### src/rtl/uart_rx_pkg.sv
// Shared types and helpers for the UART receive path.
package uart_rx_pkg;

    // Receive FSM states.
    typedef enum logic [2:0] {
        IDLE,
        START,
        DATA,
        STOP,
        LOAD
    } rx_state_t;

    localparam int DEF_CLKS_PER_BIT = 10;
    localparam int DEF_DATA_BITS    = 8;

    // Mid-bit sample point within a bit period (timer counts 1..CLKS_PER_BIT).
    localparam int HALF_BIT = DEF_CLKS_PER_BIT / 2;

    // Width of a counter that must reach DATA_BITS.
    localparam int BITCNT_W = $clog2(DEF_DATA_BITS + 1);

    function automatic int half_bit(input int clks_per_bit);
        return clks_per_bit / 2;
    endfunction

    function automatic int bitcnt_width(input int data_bits);
        return $clog2(data_bits + 1);
    endfunction

endpackage

### src/rtl/flex_counter.sv
// Generic up-counter: counts 1..rollover_val while enabled, then wraps to 1.
// rollover_flag is high while count_out equals rollover_val. clear wins over count_enable.
module flex_counter #(
    parameter int NUM_CNT_BITS = 4
) (
    input  logic                    clk,
    input  logic                    n_rst,
    input  logic                    clear,
    input  logic                    count_enable,
    input  logic [NUM_CNT_BITS-1:0] rollover_val,
    output logic [NUM_CNT_BITS-1:0] count_out,
    output logic                    rollover_flag
);

    logic [NUM_CNT_BITS-1:0] r_count;
    logic                    r_flag;
    logic [NUM_CNT_BITS-1:0] w_next;

    // Next count: wrap to 1 after reaching the rollover value.
    always_comb begin
        w_next = r_count;
        if (count_enable) begin
            w_next = (r_count == rollover_val) ? NUM_CNT_BITS'(1) : r_count + 1'b1;
        end
    end

    // Count and flag registers.
    always_ff @(posedge clk or negedge n_rst) begin
        if (!n_rst) begin
            r_count <= '0;
            r_flag  <= 1'b0;
        end else if (clear) begin
            r_count <= '0;
            r_flag  <= 1'b0;
        end else begin
            r_count <= w_next;
            r_flag  <= (w_next == rollover_val);
        end
    end

    assign count_out     = r_count;
    assign rollover_flag = r_flag;

endmodule

### src/rtl/uart_rx_core.sv
// UART receiver: synchronizes the line, finds the start edge, samples each bit
// mid-period, assembles the word LSB first and presents it with status flags.
module uart_rx_core
    import uart_rx_pkg::*;
#(
    parameter int CLKS_PER_BIT = 10,
    parameter int DATA_BITS    = 8,
    parameter int TIMER_BITS   = 4
) (
    input  logic                 clk,
    input  logic                 n_rst,
    input  logic                 serial_in,
    input  logic                 data_read,
    output logic [DATA_BITS-1:0] rx_data,
    output logic                 data_ready,
    output logic                 overrun_error,
    output logic                 framing_error
);

    localparam int SAMPLE_PT = half_bit(CLKS_PER_BIT);
    localparam int BCW       = bitcnt_width(DATA_BITS);

    logic                 r_sync1;
    logic                 r_sync2;
    logic                 r_sync_prev;
    rx_state_t            r_state;
    logic [DATA_BITS-1:0] r_shift;
    logic [DATA_BITS-1:0] r_rx_data;
    logic                 r_data_ready;
    logic                 r_overrun;
    logic                 r_framing;

    logic                  w_sync;
    logic                  w_start_edge;
    logic [TIMER_BITS-1:0] w_tcount;
    logic                  w_bit_end;
    logic                  w_sample;
    logic [BCW-1:0]        w_bitcnt;
    logic                  w_bits_done;
    logic                  w_false_start;
    logic                  w_stop_fail;
    logic                  w_tmr_en;
    logic                  w_tmr_clr;
    logic                  w_bit_en;
    logic                  w_bit_clr;

    assign w_sync       = r_sync2;
    assign w_start_edge = r_sync_prev & ~r_sync2;
    assign w_sample     = (w_tcount == TIMER_BITS'(SAMPLE_PT));

    assign w_false_start = (r_state == START) & w_sample & w_sync;
    assign w_stop_fail   = (r_state == STOP) & w_sample & ~w_sync;

    // The start edge itself advances the timer so count 1 lands on E+1. Every
    // path back to IDLE also zeroes it, so an edge in the first IDLE cycle
    // (right after LOAD or a false start) still begins from a clean count.
    assign w_tmr_en  = (r_state != IDLE) | w_start_edge;
    assign w_tmr_clr = ((r_state == IDLE) & ~w_start_edge) | (r_state == LOAD) |
                       w_false_start | w_stop_fail;

    assign w_bit_en  = (r_state == DATA) & w_bit_end;
    assign w_bit_clr = (r_state == IDLE);

    flex_counter #(
        .NUM_CNT_BITS(TIMER_BITS)
    ) u_bit_timer (
        .clk          (clk),
        .n_rst        (n_rst),
        .clear        (w_tmr_clr),
        .count_enable (w_tmr_en),
        .rollover_val (TIMER_BITS'(CLKS_PER_BIT)),
        .count_out    (w_tcount),
        .rollover_flag(w_bit_end)
    );

    flex_counter #(
        .NUM_CNT_BITS(BCW)
    ) u_bit_counter (
        .clk          (clk),
        .n_rst        (n_rst),
        .clear        (w_bit_clr),
        .count_enable (w_bit_en),
        .rollover_val (BCW'(DATA_BITS)),
        .count_out    (w_bitcnt),
        .rollover_flag(w_bits_done)
    );

    // Two-flop synchronizer plus the previous-sample register for edge detect.
    always_ff @(posedge clk or negedge n_rst) begin
        if (!n_rst) begin
            r_sync1     <= 1'b1;
            r_sync2     <= 1'b1;
            r_sync_prev <= 1'b1;
        end else begin
            r_sync1     <= serial_in;
            r_sync2     <= r_sync1;
            r_sync_prev <= r_sync2;
        end
    end

    // Frame FSM with shift register and registered host-side outputs.
    always_ff @(posedge clk or negedge n_rst) begin
        if (!n_rst) begin
            r_state      <= IDLE;
            r_shift      <= '1;
            r_rx_data    <= '0;
            r_data_ready <= 1'b0;
            r_overrun    <= 1'b0;
            r_framing    <= 1'b0;
        end else begin
            case (r_state)
                IDLE: begin
                    if (w_start_edge) begin
                        r_state   <= START;
                        r_framing <= 1'b0;
                    end
                end
                START: begin
                    if (w_false_start) begin
                        r_state <= IDLE;
                    end else if (w_bit_end) begin
                        r_state <= DATA;
                    end
                end
                DATA: begin
                    // The bit counter reports done one cycle after the last
                    // bit end, well before the stop-bit sample point.
                    if (w_bits_done) begin
                        r_state <= STOP;
                    end else if (w_sample && (w_bitcnt < BCW'(DATA_BITS))) begin
                        r_shift <= {w_sync, r_shift[DATA_BITS-1:1]};
                    end
                end
                STOP: begin
                    if (w_sample) begin
                        if (!w_sync) begin
                            r_framing <= 1'b1;
                            r_state   <= IDLE;
                        end else begin
                            r_state <= LOAD;
                        end
                    end
                end
                LOAD: begin
                    r_state <= IDLE;
                end
                default: begin
                    r_state <= IDLE;
                end
            endcase

            // A load beats a same-cycle read; the read only consumes the old word.
            if (r_state == LOAD) begin
                r_rx_data    <= r_shift;
                r_data_ready <= 1'b1;
                if (data_read) begin
                    r_overrun <= 1'b0;
                end else if (r_data_ready) begin
                    r_overrun <= 1'b1;
                end
            end else if (data_read) begin
                r_data_ready <= 1'b0;
                r_overrun    <= 1'b0;
            end
        end
    end

    assign rx_data       = r_rx_data;
    assign data_ready    = r_data_ready;
    assign overrun_error = r_overrun;
    assign framing_error = r_framing;

endmodule

### config.mk
export PLATFORM = sky130hd
export DESIGN_NAME = uart_rx_core
export DESIGN_NICKNAME = d
export VERILOG_FILES = /design/src/rtl/uart_rx_pkg.sv /design/src/rtl/flex_counter.sv /design/src/rtl/uart_rx_core.sv
export SDC_FILE = /design/constraint.sdc
export NUM_CORES = 1
export LEC_CHECK = 0
export CORE_MARGIN = 3
export CORE_UTILIZATION = 50
export CTS_CLUSTER_SIZE = 20
export DETAILED_ROUTE_END_ITERATION = 10
export PLACE_DENSITY = 0.72
export SYNTH_ARGS = -nofsm -noshare
export SYNTH_HDL_FRONTEND = slang
export SYNTH_HIERARCHICAL = 1
export SYNTH_SLANG_ARGS = --single-unit
### constraint.sdc
create_clock -name clk -period 2 [get_ports clk]
set_input_delay 0.2 -clock clk [delete_from_list [all_inputs] [get_ports clk]]
set_output_delay 0.2 -clock clk [all_outputs]
set_load 0.05 [all_outputs]
==> run metrics, run 1 <==
CTS tree=yes; period utilisation layout=92.79%; clk_lat worst skew=0.29 ns; GRT Total Usage=16.85%; Critical Path Sink=u_bit_counter/rollover_flag$_DFF_PN0_; Post-DRT Antenna Nets=0; Tightest Pin Transition=0.4767 ns; H-tree Lvls=2; final WL=3795 microns; CP max stage delay=0.58 ns; area added between synthesis and finish=26.88%; Required @ worst endpoint=2.16 ns; Std-Cell Rows=22; DPL Wire Length=2721 microns; Post-Route Setup TNS=0 ns; maximum vdd ir drop=0.6366 mV; pins over their slew limit=0; clock root buffer master=clkbuf_8; Die ar.=4848 sq um; Top Usage Layer GRT=met2; I/O Pins=15; Critical Path Start=u_bit_counter/count_out[0]$_DFF_PN0_; Cell Pwr Density=985.3 nW/um^2; crit path max-delay cell type=or4_4; hold_buf cts=0; Ys Warns=6; Synth async-reset ratio=100.0%; Max Cap Viol=0; HP Class=in2async; largest net degree at the start of global routing=36; Max clock buf depth=2; cell count after synthesis=197; setup ws final=0.1442 ns; vias in the first global route=1488; Die Ht=69.63 microns; reg-to-reg startpoint=u_bit_counter/count_out[0]$_DFF_PN0_; flop2flop setup slack=0.14 ns; worst-path cell chain=xor2_1 -> or4_4 -> a31o_1 -> a2111oi_2 -> nor4_1; RSZ-0062 raised after global routing=no; GR Layer Usage met3=3.913%; Post-synth EDFFs=0; Fin. Hold Viols=0; ant diodes=0; Worst Path Arrival=2.02 ns; Pre-antenna DRT Iters=4; slew margin rel.=67.40%; grt met2 use=25.85%; TritonCTS buffer count=5; gr ovfl total=0; most common cell after layout, fill and taps aside=conb_1; critical path class=reg2reg; Post-synth top flop=dfrtp_1; Pwr Total=2.531 mW; # nets final=269; # setup viols final=0; via count=1585; leading area contributor after synthesis=dfrtp_1; Initial Util=53.68%; number of port buffers=14; first-pass GRT wire length=6624 microns; M1 GR Usage=22.72%; Remaining DRCs=0; vias per cell=5.080; Yosys reg bits=35; Critical Path Start Type=register; Yosys cell types=55; post-synthesis sequential area ratio=43.94%; Avg Cell Area, Syn=10.28 sq um; Leak Pwr=1.169 nW; initial antenna violation count=0; outcome=completed; clock sink count=35; min cycle time layout=1.856 ns; top cell type's share of synthesized area=29.67%; pre-CTS WS=0.05826 ns; FMAX=0.5388 GHz; WL/cell=12.16 microns; Initial DRC Count=62; Synth area leaders=dfrtp_1, dfstp_2, mux2_2; Die X=69.63 microns; share of post-route cells with drive strength above 1=26.14%; core area=3771 sq um; commonest cells after routing, fill and taps aside=conb_1, dfrtp_1, nand2_1, buf_4, mux2_2; Mapped Area=2024 sq um; GPL Wtd Cong=0.8634; Critical R2R Capture=u_bit_counter/rollover_flag$_DFF_PN0_; Worst Setup End Kind=register; clock transition at the registers of the reported paths=0.07 ns; reg2reg path depth=5; clock skew=0.006484 ns; crit-path max FO=6
metal layers:
metal / vias up / wire length [microns]
met4: 0 / 60
met5: - / 0
li1: 803 / -
met1: 755 / 1843
met3: 5 / 95
met2: 22 / 1795
where the power goes:
group          switching (mW)  total [mW]  internal, mW  leakage (nW)
registers               0.120       0.938         0.818         0.439
clock network           0.248       0.561         0.313        0.0505
logic                   0.552        1.03         0.481         0.679
repair_timing:
| item | in CTS | in global routing |
|---|---|---|
| endpoints found under the setup margin | 0 | 1 |
| buffers inserted | 0 | 4 |
| resized for setup | 0 | 3 |
Yosys cell counts (all sizes together) (2+ instances only):
master and number:
nor3 5, nand2 19, o21ai 7, xor2 6, or4 2, nor2b 3, and2 2, mux2 18
a221oi 3, a2111oi 2, nor3b 4, o221ai 2, dfrtp 24, o31ai 2, nand3 6, or3 2
ha 2, nand2b 2, buf 7, a21oi 11, inv 10, a211oi 3, xnor2 4, clkbuf 4
nor2 12, dfstp 11, conb 2, nor4 2, mux2i 2
stage by stage:
step | util, % | cells | area [sq um] | hold WS (ns)
floorplan | - | 233 | 2186 | -0.09559
global placement | 64.37 | 300 | 2427 | 0.3482
detailed placement | 64.37 | 300 | 2427 | 0.3498
CTS | 67.12 | 308 | 2531 | 0.3107
global route | 68.12 | 312 | 2569 | 0.3169
finish | 68.12 | 312 | 2569 | 0.3163
final cells by class:
type	instances	area [sq um]
Sequential cell	35	889.6
Clock inverter	1	7.507
Timing Repair Buffer	34	294.0
Clock buffer	7	96.34
Tap cell	48	60.06
Multi-Input combinational cell	177	1184
Fill cell	288	1202
Inverter	10	37.54
cell families (layout without fill, tap and decap cells):
family	after synthesis	after routing	synth area share, %
compound gates	43	43	15.70
xor+xnor	10	10	4.697
fa+ha+maj	2	2	1.236
buf+inv	21	52	4.944
flops	35	35	43.94
mux	20	20	11.00
other cells	2	38	0.3710
simple gates	64	64	18.11
state kept, by name (all words and copies together), names as in the netlist, 3 cells and up:
name / flops
r_state: 3
r_shift: 8
u_bit_counter/count_out: 4
u_bit_timer/count_out: 4
rx_data: 8
worst max-delay path: cells and delay by family, from the launching register on:
family           cells  cell delay, ns
AO/OA/AOI/OAI        2            0.53
XOR/XNOR             1            0.14
flip-flops           1            0.39
AND/OR/NAND/NOR      2            0.67
worst min path at each step:
stage	from	to	depth (start not counted)
2_1_floorplan	n_rst	data_ready$_DFFE_PN0P_	0
3_3_place_gp	r_sync1$_DFF_PN1_	r_sync2$_DFF_PN1_	0
3_5_place_dp	r_sync1$_DFF_PN1_	r_sync2$_DFF_PN1_	0
4_1_cts	serial_in	r_sync1$_DFF_PN1_	1
5_1_grt	serial_in	r_sync1$_DFF_PN1_	1
6_report	n_rst	overrun_error$_DFFE_PN0P_	2
No activity file was read; power rests on OpenSTA's default activity.
==> run 2: changes to the inputs <==
HOLD_SLACK_MARGIN = 0.15   (was not set)
REMOVE_ABC_BUFFERS = 1   (was not set)
==> run 2 against run 1 <==
Critical path depth rose by 1. Maximum frequency fell by 2.6%. Total power rose by 4.5%. Setup slack got worse by 0.050 ns. Register-to-register slack got worse by 0.05 ns. Core utilization rose by 1.7 points. Clock power rose by 17%. Non-clock buffer count rose by 2. Critical endpoint is now u_bit_counter/count_out[3]$_DFF_PN0_.
==> run metrics, run 2 (same netlist as run 1, synthesis figures left out) <==
outcome=completed; Multi-input gate area=1206 sq um (+1.9%); Fin. Hold Viols=0 (unchanged); clk_lat worst skew=0.29 ns (about the same); Die ar.=4848 sq um (unchanged); H-tree Lvls=2 (unchanged); Placed Area=2437 sq um (+0.41%); final WL=4076 microns (+7.4%); clock sink count=35 (unchanged); Max Cap Viol=0 (unchanged); FF+latch area=889.6 sq um (unchanged); Top Usage Layer GRT=met2; # setup viols final=0 (unchanged); Leak Pwr=1.195 nW (+2.2%); crit-path max FO=7 (+1); crit path max-delay cell type=or4_1; Pwr Total=2.645 mW (+4.5%); clock skew=0.003488 ns (-0.002996 ns); Initial DRC Count=116 (+87%); initial antenna violation count=0 (unchanged); gr ovfl total=0 (unchanged); largest net degree at the start of global routing=36 (unchanged); vias in the first global route=1592 (+7.0%); CP max stage delay=0.55 ns (-0.03 ns); via count=1626 (+2.6%); GRT Total Usage=17.75% (+0.90 points); reg2reg path depth=6 (+1); share of post-route cells with drive strength above 1=27.07% (+0.93 points); GR Layer Usage met3=5.652% (+1.7 points); vias per cell=5.178 (+1.9%); Post-DRT Antenna Nets=0 (unchanged); post-route insts no fill=314 (+0.64%); Initial Util=53.68% (unchanged); Critical Path Sink=u_bit_counter/count_out[3]$_DFF_PN0_; most common cell after layout, fill and taps aside=conb_1; placed insts=301 (+0.33%); min cycle time layout=1.906 ns (+0.05031 ns); layout filler cell count=293 (+1.7%); Required @ worst endpoint=2.15 ns (about the same); critical path class=reg2reg; FMAX=0.5246 GHz (-2.6%); DPL Wire Length=2783 microns (+2.3%); Max clock buf depth=2 (unchanged); Critical Path Start Type=register; GPL Wtd Cong=0.8049 (-6.8%); CTS tree=yes; period utilisation layout=95.31% (+2.5 points); clock root buffer master=clkbuf_8; M1 GR Usage=23.45% (+0.72 points); slew margin rel.=66.81% (-0.59 points); hold_buf cts=0 (unchanged); Remaining DRCs=0 (unchanged); HP Class=in2async; area added between synthesis and finish=30.04%; Worst Path Buf+Inv=1 (+1); number of port buffers=14 (unchanged); Die X=69.63 microns (unchanged); CP top delay family=simple AND/OR/NAND/NOR gates; Critical R2R Capture=u_bit_counter/count_out[3]$_DFF_PN0_; first-pass GRT wire length=6975 microns (+5.3%); grt met2 use=28.39% (+2.5 points); TritonCTS buffer count=5 (unchanged); Post-Route Setup TNS=0 ns (unchanged); Critical Path Start=u_bit_counter/count_out[2]$_DFF_PN0_; # nets final=271 (+0.74%); Tightest Pin Transition=0.4963 ns (+0.01958 ns); pins over their slew limit=0 (unchanged); Final Cell Area=2633 sq um (+2.5%); commonest cells after routing, fill and taps aside=conb_1, dfrtp_1, buf_4; post-layout util=69.81% (+1.7 points); Cell Pwr Density=1005 nW/um^2 (+2.0%); setup ws final=0.09388 ns (-0.05031 ns); I/O Pins=15 (unchanged); worst-path cell chain=xor2_1 -> or4_1 -> buf_4 -> and2_1 -> a41oi_2 -> a311oi_1; core area=3771 sq um (unchanged); WL/cell=12.98 microns (+6.7%); maximum vdd ir drop=0.7151 mV (+12%); Die Ht=69.63 microns (unchanged); Crit. path cell count=6 (+1); Worst Setup End Kind=register; Fin Hold WS=0.3172 ns (+0.0009200 ns); clock transition at the registers of the reported paths=0.07 ns (about the same); flop2flop setup slack=0.09 ns (-0.05 ns); Worst Path Arrival=2.06 ns (+0.04 ns); Pre-antenna DRT Iters=4 (unchanged); ant diodes=0 (unchanged); reg-to-reg startpoint=u_bit_counter/count_out[2]$_DFF_PN0_; Std-Cell Rows=22 (unchanged); pre-CTS WS=0.05028 ns (-0.007977 ns)
## run 2: cell count changes in the layout (fill, tap and decap cells not counted)
cell,change
bufinv_16,+1
a41oi_2,+1
or4_1,+1
nor4_2,+1
nor4_1,-1
a2111oi_4,+1
or4_4,-1
clkinv_2,+1
clkbuf_8,-1
buf_12,+1
a41oi_1,-1
buf_4,+1
a2111oi_2,-1
clkinvlp_4,-1
## run 2: worst min path at each step
stage / depth (start not counted) / to / slack, ns
after floorplan: 0 / data_ready$_DFFE_PN0P_ / -0.1
after global placement: 0 / r_sync2$_DFF_PN1_ / 0.35
after detailed placement: 0 / r_sync2$_DFF_PN1_ / 0.35
after CTS: 1 / r_sync1$_DFF_PN1_ / 0.32
after global routing: 1 / r_sync1$_DFF_PN1_ / 0.31
final: 2 / data_ready$_DFFE_PN0P_ / 0.32
## run 2: what timing repair did
item / in CTS / in global routing
gates resized for setup: 1 / 6
pin swaps: 0 / 7
setup endpoints to repair: 1 / 3
buffers inserted: 0 / 5
## run 2: final cells by class
| type | count | share of cell area [%] |
|---|---|---|
| clock inverter | 2 | 1.331 |
| clock buffer | 6 | 3.137 |
| timing repair buffer | 36 | 12.21 |
| inverter | 10 | 1.426 |
| tap | 48 | 2.281 |
| multi-input combinational | 177 | 45.82 |
| sequential | 35 | 33.79 |
## run 2: routing by layer
metal / part of all wire, % / up-vias
met1: 47 / 776
met5: 0 / -
met4: 0.54 / 0
li1: - / 816
met2: 48 / 32
met3: 4.3 / 2
## run 2: where the power goes
part / internal, mW / switching, mW
clock network: 0.403 / 0.252
registers: 0.818 / 0.124
logic: 0.497 / 0.552
